**src/rtl/decode_queue_pkg.sv**
```systemverilog
// decode_pkg: shared definitions for the decode stage.
//   - MIPS opcode constants used by the field decoder
//   - uop_t: issue-ready micro-op as stored in the decode queue
package decode_pkg;

  localparam logic [5:0] OP_RTYPE = 6'h00;
  localparam logic [5:0] OP_ANDI  = 6'h0C;
  localparam logic [5:0] OP_ORI   = 6'h0D;
  localparam logic [5:0] OP_XORI  = 6'h0E;

  typedef struct packed {
    logic [5:0]  op;
    logic [5:0]  funct;
    logic [4:0]  addra;
    logic [4:0]  addrb;
    logic [4:0]  regdest;
    logic        selregdest;
    logic [31:0] imedext;
    logic [31:0] nextpc;
  } uop_t;

endpackage

```
**src/rtl/decode_queue_if.sv**
```systemverilog
// decode_queue_if: fetch-side and issue-side handshake bundle of the decode queue.
//   Fetch:  if_id_valid, if_id_instruc, if_id_nextpc -> queue; id_if_ready <- queue
//   Issue:  id_iss_valid + payload, id_count <- queue; iss_id_ready -> queue
//   flush:  redirect, discards all buffered micro-ops
// Modports: slave = the queue, master = the surrounding pipeline.
interface decode_queue_if #(
  parameter int DEPTH = 4
);
  localparam int CNT_W = $clog2(DEPTH) + 1;

  logic             if_id_valid;
  logic [31:0]      if_id_instruc;
  logic [31:0]      if_id_nextpc;
  logic             id_if_ready;
  logic             flush;
  logic             id_iss_valid;
  logic             iss_id_ready;
  logic [5:0]       id_iss_op;
  logic [5:0]       id_iss_funct;
  logic [4:0]       id_iss_addra;
  logic [4:0]       id_iss_addrb;
  logic [4:0]       id_iss_regdest;
  logic             id_iss_selregdest;
  logic [31:0]      id_iss_imedext;
  logic [31:0]      id_iss_nextpc;
  logic [CNT_W-1:0] id_count;

  modport slave (
    input  if_id_valid, if_id_instruc, if_id_nextpc, flush, iss_id_ready,
    output id_if_ready, id_iss_valid, id_iss_op, id_iss_funct, id_iss_addra,
           id_iss_addrb, id_iss_regdest, id_iss_selregdest, id_iss_imedext,
           id_iss_nextpc, id_count
  );

  modport master (
    output if_id_valid, if_id_instruc, if_id_nextpc, flush, iss_id_ready,
    input  id_if_ready, id_iss_valid, id_iss_op, id_iss_funct, id_iss_addra,
           id_iss_addrb, id_iss_regdest, id_iss_selregdest, id_iss_imedext,
           id_iss_nextpc, id_count
  );

endinterface

```
**src/rtl/decode_queue_uop_field_decode.sv**
```systemverilog
// uop_field_decode: combinational MIPS field decode into a uop_t.
//   instruc  in  32  instruction word
//   nextpc   in  32  PC+4, carried through unchanged
//   uop      out     decoded micro-op
// ZEXT_LOGIC selects zero extension for ANDI/ORI/XORI immediates.
module uop_field_decode
  import decode_pkg::*;
#(
  parameter bit ZEXT_LOGIC = 1'b1
) (
  input  logic [31:0] instruc,
  input  logic [31:0] nextpc,
  output uop_t        uop
);

  logic [5:0] op;
  logic       is_logic_imm;

  assign op = instruc[31:26];
  assign is_logic_imm = (op == OP_ANDI) || (op == OP_ORI) || (op == OP_XORI);

  always_comb begin
    uop            = '0;
    uop.op         = op;
    uop.funct      = instruc[5:0];
    uop.addra      = instruc[25:21];
    uop.addrb      = instruc[20:16];
    uop.selregdest = (op == OP_RTYPE);
    uop.regdest    = (op == OP_RTYPE) ? instruc[15:11] : instruc[20:16];
    uop.imedext    = (ZEXT_LOGIC && is_logic_imm) ? {16'b0, instruc[15:0]}
                                                  : {{16{instruc[15]}}, instruc[15:0]};
    uop.nextpc     = nextpc;
  end

endmodule

```
**src/rtl/decode_queue.sv**
```systemverilog
// decode_queue: decode stage between fetch and issue.
//   clock  in   pipeline clock, rising edge
//   reset  in   asynchronous, active-low
//   bus    slave modport of decode_queue_if (fetch handshake, issue
//          handshake + decoded payload, flush, occupancy)
// Each accepted instruction is decoded on the way in and buffered in a
// DEPTH-entry FIFO; the head entry drives the issue payload.
module decode_queue
  import decode_pkg::*;
#(
  parameter int DEPTH      = 4,
  parameter bit ZEXT_LOGIC = 1'b1,
  localparam int CNT_W     = $clog2(DEPTH) + 1
) (
  input  logic            clock,
  input  logic            reset,
  decode_queue_if.slave   bus
);

  localparam int PTR_W = $clog2(DEPTH);

  logic [PTR_W-1:0] rd_ptr;
  logic [PTR_W-1:0] wr_ptr;
  logic [CNT_W-1:0] count;
  uop_t             mem [DEPTH];

  uop_t dec_uop;
  uop_t head_uop;
  logic full;
  logic empty;
  logic push;
  logic pop;

  uop_field_decode #(
    .ZEXT_LOGIC(ZEXT_LOGIC)
  ) u_decode (
    .instruc (bus.if_id_instruc),
    .nextpc  (bus.if_id_nextpc),
    .uop     (dec_uop)
  );

  // Handshake flags depend only on registered count, so there is no
  // combinational path from iss_id_ready back to id_if_ready.
  assign full  = (count == CNT_W'(DEPTH));
  assign empty = (count == '0);
  assign push  = bus.if_id_valid && !full && !bus.flush;
  assign pop   = bus.iss_id_ready && !empty && !bus.flush;

  always_ff @(posedge clock or negedge reset) begin
    if (!reset) begin
      rd_ptr <= '0;
      wr_ptr <= '0;
      count  <= '0;
    end else if (bus.flush) begin
      rd_ptr <= '0;
      wr_ptr <= '0;
      count  <= '0;
    end else begin
      if (push) wr_ptr <= wr_ptr + PTR_W'(1);
      if (pop)  rd_ptr <= rd_ptr + PTR_W'(1);
      if (push && !pop)      count <= count + CNT_W'(1);
      else if (pop && !push) count <= count - CNT_W'(1);
    end
  end

  // Payload storage carries no reset; only pointers and count do.
  always_ff @(posedge clock) begin
    if (push) mem[wr_ptr] <= dec_uop;
  end

  assign head_uop = empty ? '0 : mem[rd_ptr];

  assign bus.id_if_ready       = !full;
  assign bus.id_iss_valid      = !empty;
  assign bus.id_count          = count;
  assign bus.id_iss_op         = head_uop.op;
  assign bus.id_iss_funct      = head_uop.funct;
  assign bus.id_iss_addra      = head_uop.addra;
  assign bus.id_iss_addrb      = head_uop.addrb;
  assign bus.id_iss_regdest    = head_uop.regdest;
  assign bus.id_iss_selregdest = head_uop.selregdest;
  assign bus.id_iss_imedext    = head_uop.imedext;
  assign bus.id_iss_nextpc     = head_uop.nextpc;

endmodule

```
**src/flat_wrapper.sv**
```systemverilog
// flat-port wrapper written by rule: the top's interface ports become plain ports
module decode_queue_flat import decode_pkg::*;
#(
  parameter int DEPTH      = 4,
  parameter bit ZEXT_LOGIC = 1'b1,
  localparam int CNT_W     = $clog2(DEPTH) + 1
)
  (clock, reset, bus_if_id_valid, bus_if_id_instruc, bus_if_id_nextpc, bus_flush, bus_iss_id_ready, bus_id_if_ready, bus_id_iss_valid, bus_id_iss_op, bus_id_iss_funct, bus_id_iss_addra, bus_id_iss_addrb, bus_id_iss_regdest, bus_id_iss_selregdest, bus_id_iss_imedext, bus_id_iss_nextpc, bus_id_count);
  decode_queue_if #(.DEPTH(DEPTH)) bus_i ();
  input  logic clock;
  input  logic reset;
  input wire logic [$bits(bus_i.if_id_valid)-1:0] bus_if_id_valid;
  input wire logic [$bits(bus_i.if_id_instruc)-1:0] bus_if_id_instruc;
  input wire logic [$bits(bus_i.if_id_nextpc)-1:0] bus_if_id_nextpc;
  input wire logic [$bits(bus_i.flush)-1:0] bus_flush;
  input wire logic [$bits(bus_i.iss_id_ready)-1:0] bus_iss_id_ready;
  output wire logic [$bits(bus_i.id_if_ready)-1:0] bus_id_if_ready;
  output wire logic [$bits(bus_i.id_iss_valid)-1:0] bus_id_iss_valid;
  output wire logic [$bits(bus_i.id_iss_op)-1:0] bus_id_iss_op;
  output wire logic [$bits(bus_i.id_iss_funct)-1:0] bus_id_iss_funct;
  output wire logic [$bits(bus_i.id_iss_addra)-1:0] bus_id_iss_addra;
  output wire logic [$bits(bus_i.id_iss_addrb)-1:0] bus_id_iss_addrb;
  output wire logic [$bits(bus_i.id_iss_regdest)-1:0] bus_id_iss_regdest;
  output wire logic [$bits(bus_i.id_iss_selregdest)-1:0] bus_id_iss_selregdest;
  output wire logic [$bits(bus_i.id_iss_imedext)-1:0] bus_id_iss_imedext;
  output wire logic [$bits(bus_i.id_iss_nextpc)-1:0] bus_id_iss_nextpc;
  output wire logic [$bits(bus_i.id_count)-1:0] bus_id_count;
  assign bus_i.if_id_valid = bus_if_id_valid;
  assign bus_i.if_id_instruc = bus_if_id_instruc;
  assign bus_i.if_id_nextpc = bus_if_id_nextpc;
  assign bus_i.flush = bus_flush;
  assign bus_i.iss_id_ready = bus_iss_id_ready;
  assign bus_id_if_ready = bus_i.id_if_ready;
  assign bus_id_iss_valid = bus_i.id_iss_valid;
  assign bus_id_iss_op = bus_i.id_iss_op;
  assign bus_id_iss_funct = bus_i.id_iss_funct;
  assign bus_id_iss_addra = bus_i.id_iss_addra;
  assign bus_id_iss_addrb = bus_i.id_iss_addrb;
  assign bus_id_iss_regdest = bus_i.id_iss_regdest;
  assign bus_id_iss_selregdest = bus_i.id_iss_selregdest;
  assign bus_id_iss_imedext = bus_i.id_iss_imedext;
  assign bus_id_iss_nextpc = bus_i.id_iss_nextpc;
  assign bus_id_count = bus_i.id_count;
  decode_queue #(.DEPTH(DEPTH), .ZEXT_LOGIC(ZEXT_LOGIC)) u_core (.clock(clock), .reset(reset), .bus(bus_i));
endmodule
```
**config.mk**
```make
export PLATFORM = sky130hd
export DESIGN_NAME = decode_queue_flat
export DESIGN_NICKNAME = d
export VERILOG_FILES = /design/src/rtl/decode_queue_pkg.sv /design/src/rtl/decode_queue_if.sv /design/src/rtl/decode_queue_uop_field_decode.sv /design/src/rtl/decode_queue.sv /design/src/flat_wrapper.sv
export SDC_FILE = /design/constraint.sdc
export NUM_CORES = 1
export LEC_CHECK = 0
export ABC_CLOCK_PERIOD_IN_PS = 3900
export BUFFER_PORTS_ARGS = -buffer_cell sky130_fd_sc_hd__buf_2
export CAP_MARGIN = 20
export CORE_MARGIN = 3
export CORE_UTILIZATION = 59
export CTS_BUF_LIST = sky130_fd_sc_hd__clkbuf_8
export DETAILED_ROUTE_END_ITERATION = 10
export HOLD_SLACK_MARGIN = 0.1
export PLACE_DENSITY_LB_ADDON = 0.15
export SLEW_MARGIN = 20
export SYNTH_ARGS = -nofsm -noshare
export SYNTH_HDL_FRONTEND = slang
export SYNTH_SLANG_ARGS = --single-unit
export TNS_END_PERCENT = 50
```
**constraint.sdc**
```tcl
create_clock -name clock -period 3.9 [get_ports clock]
set_input_delay 0 -clock clock [delete_from_list [all_inputs] [get_ports clock]]
set_output_delay 0 -clock clock [all_outputs]
set_load 0.1 [all_outputs]
```
==> impl_metrics.toml <==
[critical_path]
cp-end-kind = "output pin"
critPathMaxFanout = 51
worstSetupPathType = "reg2out"
startpoint_type = "flip-flop"
required_ns = 3.90
cp.arrival_ns = 2.84

[route]
via_per_inst = 5.46
drt-total-wl_um = 21400
drc_errors = 0
num_vias = 5887
initialDrtViolationCount = 369
wl_per_cell_um = 19.9
antenna_left = 0
dr.pass1.iters = 4

[logic_synthesis]
ys.flop_type = "edfxtp_1"
yosys.area_share.adder_pct = 0.605
muxShareOfSynthArea_pct = 14.2
syn-instance-count = 543
synth-xor-area-share_pct = 0.454
yosys_warnings = 0
yosys.area_share.simple_pct = 5.15
syn_avg_cell_area_sq_um = 21.3
synth-async-reset-ratio_pct = 2.41
synth-edff-count = 284
syn_area_sq_um = 11600
seq_area_frac_synth_pct = 75.2
synth_top_family_by_area = "multiplexers"
syn_nets = 617
synth-compound-area-share_pct = 0.648
synth.distinct_cells = 34
ys_seq_elements = 291

[global_route]
grt_pass1_wl_um = 34100
grt_pass1_vias = 6341
grt_antenna_before_repair = 0
gr-usage-all-layers_pct = 20.5
overflow = 0
grt_start_max_net_pins = 75

[sta]
rsz0062_at_grt = "false"
slew_headroom_pct = 46.7
max_freq_mhz = 352
finalSetupViolCount = 0
slew_viol_final = 0
worst_clock_skew_ns = 0.0258
fin_ws_ns = 1.06
finalCriticalPeriod_ns = 2.84
fin_crit_sh_pct = 72.8
worst_slew_pin_slew_ns = 0.800
holdWs_ns = 0.199
hold_violations = 0

[placed_design]
gp_congestion = 0.782
dp_worst_setup_slack_ns = 1.28
dpl.hpwl_um = 11600
io_buffers = 165
place_area_sq_um = 12400

[die]
die_area_sq_um = 21300
std_cell_rows = 50
die_y_um = 146
core_area_sq_um = 19000
pin_count = 166
start_util_pct = 60.9
die_x_um = 146

[run_status]
run_status = "finished clean"

[finish]
drive_above_1_share_pct = 37.5
nFillCells = 1186
postLayoutCellArea_sq_um = 14000
layout_common_cells = "284 x edfxtp_1, 165 x buf_2, 72 x and2_1"
syn2layout_area_growth_pct = 20.8
mostFrequentLayoutCell = "edfxtp_1"
diodes = 0
final_nets = 859

[clock_tree]
numCtsBuffers = 46
cts_tree = "yes"
ctsLongestPathBuffers = 3
cts_root_buffer = "clkbuf_8"
cts_repair_resize_count = 0
cts.clk_slew.worst_paths_ns = 0.07
clk_latency_ns = 0.56
post_cts_buffers = 0
clock_sinks = 291
cts_max_level = 2

[run]
drv_cap = 0

[min_path]
min_path_type = "in2reg"
==> cells in the mapped netlist (2+ instances only) <==
| master | n | area, sq um |
|---|---|---|
| buf_12 | 7 | 140 |
| nand3_1 | 2 | 10.0 |
| nand2_1 | 7 | 26.3 |
| buf_4 | 21 | 158 |
| and2_1 | 76 | 475 |
| mux4_2 | 70 | 1580 |
| dfrtp_1 | 7 | 175 |
| clkbuf_1 | 8 | 30.0 |
| nor2_1 | 8 | 30.0 |
| buf_6 | 3 | 33.8 |
| o21ai_0 | 4 | 20.0 |
| xnor2_1 | 2 | 17.5 |
| inv_1 | 6 | 22.5 |
| xor2_1 | 4 | 35.0 |
| buf_2 | 10 | 50.1 |
| edfxtp_1 | 284 | 8530 |
| mux2_2 | 4 | 45.0 |
| ha_1 | 4 | 50.1 |
==> state kept, by name, summed over array words and instances, names as in the netlist <==
name,cells
u_core.mem,284
u_core.bus.id_count,3
u_core.rd_ptr,2
u_core.wr_ptr,2
==> worst max-delay path, cell delays in order, from the launching register on <==
cell and delay (ns):
dfrtp_4 0.92, buf_4 0.47, mux4_2 0.25, and2_1 0.15, buf_2 0.43
==> stage by stage <==
stage	std cells	TNS, ns	util [%]
6_report	1079	0	73.5
5_1_grt	1079	0	73.5
4_1_cts	1075	0	73.0
3_5_place_dp	923	0	65.1
3_3_place_gp	923	0	65.1
2_1_floorplan	543	-72.36	-
==> cells by family (layout without fill, tap and decap cells) <==
group,count (synthesis),after routing
AND/OR/NAND/NOR,100,100
multiplexers,75,75
buffers and inverters,55,331
AO/OA/AOI/OAI,11,11
flip-flops,291,291
adder cells (fa/ha/maj),5,5
XOR/XNOR,6,6
==> metal layers <==
metal,wire (um),GRT usage [%],vias up
li1,-,-,2646
met1,8780,27.9,3002
met2,11000,34.2,212
met3,1300,4.41,27
met4,335,6.35,0
met5,0,0,-
==> what timing repair did <==
| item | 4_1_cts | 5_1_grt |
|---|---|---|
| setup endpoints to repair | 0 | 0 |
| hold endpoints to repair | 294 | 0 |
| hold buffers | 70 | 0 |
==> cell type report <==
| cell class | count | area, sq um | area share (%) |
|---|---|---|---|
| clock inverter | 34 | 140 | 1.00 |
| sequential | 291 | 8710 | 62.3 |
| clock buffer | 48 | 661 | 4.72 |
| tap | 260 | 325 | 2.33 |
| timing repair buffer | 243 | 1670 | 12.0 |
| multi-input combinational | 197 | 2450 | 17.5 |
| inverter | 6 | 22.5 | 0.161 |
==> path summary, 6_finish.rpt <==
path / startpoint / to / slack [ns] / depth (start not counted)
max: u_core.rd_ptr[1]$_DFFE_PN0P_ / bus_id_iss_nextpc[5] / 1.06 / 4
min: bus_if_id_instruc[1] / u_core.mem[0][81]$_DFFE_PP_ / 0.20 / 2
max reg2reg: u_core.bus.id_count[0]$_DFFE_PN0P_ / u_core.bus.id_count[1]$_DFFE_PN0P_ / 1.23 / 8
min reg2reg: u_core.wr_ptr[1]$_DFFE_PN0P_ / u_core.wr_ptr[1]$_DFFE_PN0P_ / 0.61 / 2
max in group asynchronous: reset / u_core.rd_ptr[1]$_DFFE_PN0P_ / 3.19 / 3
min in group asynchronous: reset / u_core.rd_ptr[0]$_DFFE_PN0P_ / 0.42 / 3
Power is not shown: default switching activity piles up to over one toggle a cycle in this logic, so the estimate is an artifact.
